### config.mk
export PLATFORM = sky130hd
export DESIGN_NAME = disp_text_buffer
export DESIGN_NICKNAME = d
export VERILOG_FILES = /design/src/rtl/disp_pkg.sv /design/src/rtl/seg_encode.sv /design/src/rtl/disp_text_buffer.sv
export SDC_FILE = /design/constraint.sdc
export NUM_CORES = 2
export LEC_CHECK = 0
export ABC_AREA = 1
export CORE_UTILIZATION = 51
export CTS_BUF_LIST = sky130_fd_sc_hd__clkbuf_8
export DETAILED_ROUTE_END_ITERATION = 16
export GPL_TIMING_DRIVEN = 0
export PLACE_DENSITY = 0.79
export SLEW_MARGIN = 20
export SYNTH_ARGS = -nofsm -noshare
export SYNTH_HDL_FRONTEND = slang
export SYNTH_HIERARCHICAL = 1
export SYNTH_SLANG_ARGS = --single-unit
### constraint.sdc
create_clock -name clk -period 25.8 [get_ports clk]
set_clock_uncertainty 0.2 [all_clocks]
set_input_delay 7.74 -clock clk [delete_from_list [all_inputs] [get_ports clk]]
set_output_delay 7.74 -clock clk [all_outputs]
set_load 0.005 [all_outputs]
### src/rtl/disp_pkg.sv
// rtl/disp_pkg.sv - shared constants, FSM state and command types for the text buffer
package disp_pkg;

    localparam int SEG_W     = 7;
    localparam int NUM_CHARS = 64;
    // Scroll window width in characters; the offset never exceeds (MAX_VIS-1)*SEG_W.
    localparam int MAX_VIS   = 9;

    localparam logic [7:0] KEY_BS  = 8'h08;
    localparam logic [7:0] KEY_ESC = 8'h1B;

    localparam logic [SEG_W-1:0] SEG_DASH  = 7'h40;
    localparam logic [SEG_W-1:0] SEG_BLANK = 7'h00;

    typedef enum logic [1:0] {
        IDLE  = 2'd0,
        LOAD  = 2'd1,
        APPLY = 2'd2
    } state_t;

    typedef enum logic [1:0] {
        CMD_NONE  = 2'd0,
        CMD_PRINT = 2'd1,
        CMD_BS    = 2'd2,
        CMD_ESC   = 2'd3
    } cmd_t;

    function automatic cmd_t classify(input logic [7:0] code);
        if (code >= 8'h20 && code <= 8'h7E) begin
            return CMD_PRINT;
        end else if (code == KEY_BS) begin
            return CMD_BS;
        end else if (code == KEY_ESC) begin
            return CMD_ESC;
        end
        return CMD_NONE;
    endfunction

endpackage

### src/rtl/seg_encode.sv
// rtl/seg_encode.sv - combinational ASCII to seven-segment bitmap encoder
//
// Ports:
//   ascii  in  8  ASCII code
//   bitmap out 7  segment bitmap, bit0 = seg a ... bit6 = seg g, active high
module seg_encode
    import disp_pkg::*;
(
    input  logic [7:0]       ascii,
    output logic [SEG_W-1:0] bitmap
);

    always_comb begin
        // Anything without a glyph renders as a dash.
        bitmap = SEG_DASH;
        case (ascii)
            8'h20: bitmap = SEG_BLANK;
            8'h30: bitmap = 7'h3F;
            8'h31: bitmap = 7'h06;
            8'h32: bitmap = 7'h5B;
            8'h33: bitmap = 7'h4F;
            8'h34: bitmap = 7'h66;
            8'h35: bitmap = 7'h6D;
            8'h36: bitmap = 7'h7D;
            8'h37: bitmap = 7'h07;
            8'h38: bitmap = 7'h7F;
            8'h39: bitmap = 7'h6F;
            8'h41, 8'h61: bitmap = 7'h77;
            8'h42, 8'h62: bitmap = 7'h7C;
            8'h43, 8'h63: bitmap = 7'h39;
            8'h44, 8'h64: bitmap = 7'h5E;
            8'h45, 8'h65: bitmap = 7'h79;
            8'h46, 8'h66: bitmap = 7'h71;
            default: bitmap = SEG_DASH;
        endcase
    end

endmodule

### src/rtl/disp_text_buffer.sv
// rtl/disp_text_buffer.sv - key-code text buffer with segment bitmaps and scroll offset
//
// Ports:
//   clk        in   1    system clock, rising edge
//   rst        in   1    asynchronous active-high reset
//   key_valid  in   1    key_code valid
//   key_ready  out  1    block can accept a code (high only in IDLE)
//   key_code   in   8    ASCII code
//   num        out  7*NUM_CHARS  packed bitmaps, newest char at [6:0]
//   offset     out  6    bit offset into num, multiple of 7, 0..56
//   count      out  7    number of valid characters
//   full       out  1    count == NUM_CHARS
module disp_text_buffer #(
    parameter int CLK_HZ    = 50_000_000,
    parameter int SCROLL_HZ = 2,
    parameter int NUM_CHARS = 64
) (
    input  logic                   clk,
    input  logic                   rst,
    input  logic                   key_valid,
    output logic                   key_ready,
    input  logic [7:0]             key_code,
    output logic [7*NUM_CHARS-1:0] num,
    output logic [5:0]             offset,
    output logic [6:0]             count,
    output logic                   full
);
    import disp_pkg::*;

    localparam int NUM_W = SEG_W * NUM_CHARS;
    localparam int DIV   = CLK_HZ / SCROLL_HZ;
    localparam int DIV_W = (DIV > 1) ? $clog2(DIV) : 1;

    state_t             state_q, state_d;
    logic [7:0]         code_q;
    logic [SEG_W-1:0]   bmp_q;
    logic [SEG_W-1:0]   bmp_enc;
    cmd_t               cmd_q;
    logic [NUM_W-1:0]   num_q, num_d;
    logic [6:0]         count_q, count_d;
    logic               full_q;
    logic [DIV_W-1:0]   div_q;
    logic               tick;
    logic [3:0]         pos_q, pos_d;
    logic [3:0]         vis;
    logic [5:0]         offset_q;
    logic               count_chg;

    seg_encode u_seg_encode (
        .ascii  (code_q),
        .bitmap (bmp_enc)
    );

    // FSM next-state and handshake output
    always_comb begin
        state_d   = state_q;
        key_ready = 1'b0;
        case (state_q)
            IDLE: begin
                key_ready = 1'b1;
                if (key_valid) begin
                    state_d = LOAD;
                end
            end
            LOAD:    state_d = APPLY;
            APPLY:   state_d = IDLE;
            default: state_d = IDLE;
        endcase
    end

    // Buffer update, only meaningful in APPLY
    always_comb begin
        num_d   = num_q;
        count_d = count_q;
        if (state_q == APPLY) begin
            case (cmd_q)
                CMD_PRINT: begin
                    // When full the oldest character is shifted out of the top.
                    num_d = {num_q[NUM_W-SEG_W-1:0], bmp_q};
                    if (count_q < 7'(NUM_CHARS)) begin
                        count_d = count_q + 7'd1;
                    end
                end
                CMD_BS: begin
                    if (count_q != 7'd0) begin
                        num_d   = {{SEG_W{1'b0}}, num_q[NUM_W-1:SEG_W]};
                        count_d = count_q - 7'd1;
                    end
                end
                CMD_ESC: begin
                    num_d   = '0;
                    count_d = 7'd0;
                end
                default: begin
                end
            endcase
        end
    end

    assign count_chg = (count_d != count_q);
    assign tick      = (div_q == DIV_W'(DIV - 1));
    assign vis       = (count_q > 7'(MAX_VIS)) ? 4'(MAX_VIS) : count_q[3:0];

    // Scroll position; a count change wins over a tick in the same cycle.
    always_comb begin
        pos_d = pos_q;
        if (count_chg) begin
            pos_d = 4'd0;
        end else if (count_q <= 7'd1) begin
            pos_d = 4'd0;
        end else if (tick) begin
            pos_d = (pos_q >= vis - 4'd1) ? 4'd0 : pos_q + 4'd1;
        end
    end

    always_ff @(posedge clk or posedge rst) begin
        if (rst) begin
            state_q  <= IDLE;
            code_q   <= 8'h00;
            bmp_q    <= SEG_BLANK;
            cmd_q    <= CMD_NONE;
            num_q    <= '0;
            count_q  <= 7'd0;
            full_q   <= 1'b0;
            div_q    <= '0;
            pos_q    <= 4'd0;
            offset_q <= 6'd0;
        end else begin
            state_q <= state_d;
            if (state_q == IDLE && key_valid) begin
                code_q <= key_code;
            end
            if (state_q == LOAD) begin
                bmp_q <= bmp_enc;
                cmd_q <= classify(code_q);
            end
            num_q    <= num_d;
            count_q  <= count_d;
            full_q   <= (count_d == 7'(NUM_CHARS));
            div_q    <= tick ? '0 : div_q + DIV_W'(1);
            pos_q    <= pos_d;
            offset_q <= 6'(pos_d) * 6'd7;
        end
    end

    assign num    = num_q;
    assign count  = count_q;
    assign full   = full_q;
    assign offset = offset_q;

endmodule

==> impl_metrics.yaml <==
layout:
  final_area_um2: 32200
  fin_nets: 3620
  final_cells: 4268
  area_growth_pct: 29.8
  utilization_pct: 67.2
  antenna_cells: 0
  drive_gt1_share_pct: 6.32
  fill_cells: 3890
  seq_area_um2: 12700
  multi_input_area_um2: 8960
yosys:
  synth_cell_types: 41
  syn_area_per_cell_um2: 8.20
  ys_seq_elements: 509
  ys_seq_area_share_pct: 51.4
  synth_nets: 3054
  ys_warn_count: 6
  syn_inst: 3024
  synth_edf_count: 0
  async_flop_share_pct: 100
  synth_top_flop_cell: "dfrtp_1"
  syn-cell-area_um2: 24800
cts:
  cts-htree-levels: 3
  cts_buffers: 85
  cts_hold_buf: 0
  clock_sinks: 509
  path_clk_slew_ns: 0.06
  cts_setup_buffers: 0
  cts_resized: 0
  ctsLongestPathBuffers: 3
  insertion_delay_ns: 0.68
  cts_tree: "done"
  cts_root_buf: "clkbuf_8"
detailed_routing:
  drc_errors: 0
  drt_iter0_markers: 2518
  via_per_inst: 5.72
  first_pass_iters: 6
  drt_wl_total_um: 83800
  ant_nets: 0
  routed-via-count: 24400
  wl_per_cell_um: 19.6
placed_design:
  place_congestion: 0.946
  dp_hpwl_um: 62000
  dpl.cell_count: 4118
  postPlaceCellArea_um2: 30500
  port_buffers: 473
status:
  status: "completed"
grt:
  grt_pass1_vias: 23500
  grt_pass1_wl_um: 131000
  overflow: 0
  grt_max_degree: 88
  antenna_found_initial: 0
  grt_use_total_pct: 33.6
job:
  cap_violations: 0
sta:
  worstMarginPinSlew_ns: 0.677
  post-route-period-util_pct: 38.0
  fin_crit_ns: 9.82
  hold_slack_ns: 0.264
  slew_headroom_pct: 54.7
  finalSetupViolations: 0
  rsz0062_at_grt: "false"
  drv_slew: 0
  report.final.hold_viol_count: 0
  fmax_mhz: 102
hold_path:
  hold_path.class: "flop to flop"
  hp-start: "div_q[0]"
setup_path:
  worst-path-buf-inv: 1
  worstSetupPathType: "flop to primary output"
  cp-startpoint: "count[2]"
  cpLargestDelayFamily: "buffers and inverters"
  crit_fanout: 7
  r2r-start: "count[1]"
  cp.arrival_ns: 1.88
  crit_path_cell_trace: "clkdlybuf4s50_1"
  critPathMaxStageDelay_ns: 0.63
  cp_slowest_cell: "clkdlybuf4s50_1"
  startpoint_type: "flop"
  critPathCaptureType: "primary output"
  cp.required_ns: 17.86
floorplan:
  coreArea_um2: 47800
  die_area_um2: 49500
  die_y_um: 222
  start_util_pct: 51.8
  rows: 80
  fp.dieW_um: 222
  pin_count: 474
pwr:
  max-vdd-ir-drop_mv: 0.0474
  power_density_nw_per_um2: 63.4
  power_uw: 2040
  leakagePower_uw: 0.0136
==> registers in the layout, indices dropped and copies added, names as in the netlist <==
name	count
bmp_q	7
cmd_q	2
code_q	8
count	7
div_q	25
full	1
num	448
offset	6
pos_q	3
state_q	2
==> routing by layer <==
metal	vias up	GRT usage, %	wire length, um
met2	1201	53.4	38700
met1	11800	42.6	33000
met4	0	16.6	4280
met3	217	8.86	7810
li1	11200	-	-
met5	-	0	0
==> cell usage after synthesis (7+ instances only) <==
cell,instances,share of area (%)
dfrtp_1,509,51
nor2_1,73,1.1
inv_2,8,0.12
nand3_1,58,1.2
nor2_2,10,0.25
xor2_1,8,0.28
ha_1,15,0.76
nand4_1,13,0.33
buf_2,29,0.59
buf_6,36,1.6
o211ai_1,7,0.21
inv_1,521,7.9
nor3_1,14,0.28
nand2_1,618,9.4
a21oi_1,12,0.24
buf_1,31,0.47
clkbuf_1,105,1.6
o22ai_1,434,11
o21ai_1,353,7.1
o21ai_0,122,2.5
==> layout by cell type (no fill, tap or decap), drive strengths merged, types with 2 or more instances in the layout <==
cell	count
nor3b	3
o21ai	475
clkinv	10
nand2	622
nor3	18
nand3b	2
clkdlybuf4s50	473
nand3	61
xor2	8
a22oi	2
a31oi	3
nor2	87
o211ai	7
ha	15
nor4	4
o22ai	434
clkinvlp	2
buf	104
xnor2	3
nand4	13
fa	4
clkbuf	215
inv	561
dfrtp	509
a21oi	12
==> where the power goes <==
group / switching (uW) / total (uW) / internal (uW)
Combinational: 276 / 438 / 163
Sequential: 35.5 / 874 / 839
Clock: 338 / 728 / 391
==> path summary, 6_finish.rpt <==
check	to	slack [ns]	cells past startpoint
worst min-delay path	div_q[0]	0.26	1
worst min register to register	div_q[0]	0.26	1
max in group asynchronous	num[17]	16.67	5
min in group asynchronous	num[153]	7.26	2
worst max register to register	offset[3]	20.92	22
worst max-delay path	count[2]	15.98	1
==> through the flow <==
| stage | TNS [ns] | setup slack, ns |
|---|---|---|
| 3_5_place_dp | 0 | 15.90 |
| 4_1_cts | 0 | 15.95 |
| 3_3_place_gp | -1202.36 | -2.40 |
| 2_1_floorplan | 0 | 3.65 |
| 5_1_grt | 0 | 15.93 |
| 6_report | 0 | 15.98 |
==> logic make-up after synthesis <==
kind of cell / Yosys count / synth area share [%]
AOI/OAI and AO/OA: 937 / 21.3
and+or+nand+nor: 810 / 13.4
buffers and inverters: 737 / 12.4
DFF: 509 / 51.4
adders and majority gates: 19 / 1.08
xor gates and xnor gates: 11 / 0.389
muxes: 1 / 0.0454
==> worst reg2reg max path: cells and delay by family (launching register included) <==
| family | cells | cell delay, ns |
|---|---|---|
| simple gates | 6 | 0.78 |
| flops | 1 | 0.56 |
| fa+ha+maj | 6 | 1.97 |
| compound gates | 4 | 0.79 |
| buf+inv | 6 | 0.51 |
==> layout make-up <==
type	instances	share of cell area (%)
timing repair buffer	479	15.2
clock buffer	110	4.71
clock inverter	40	0.626
inverter	534	6.26
sequential	509	39.6
buffer	203	3.34
tap	615	2.39
multi-input combinational	1778	27.9
Power figures use the tool's default switching activity.
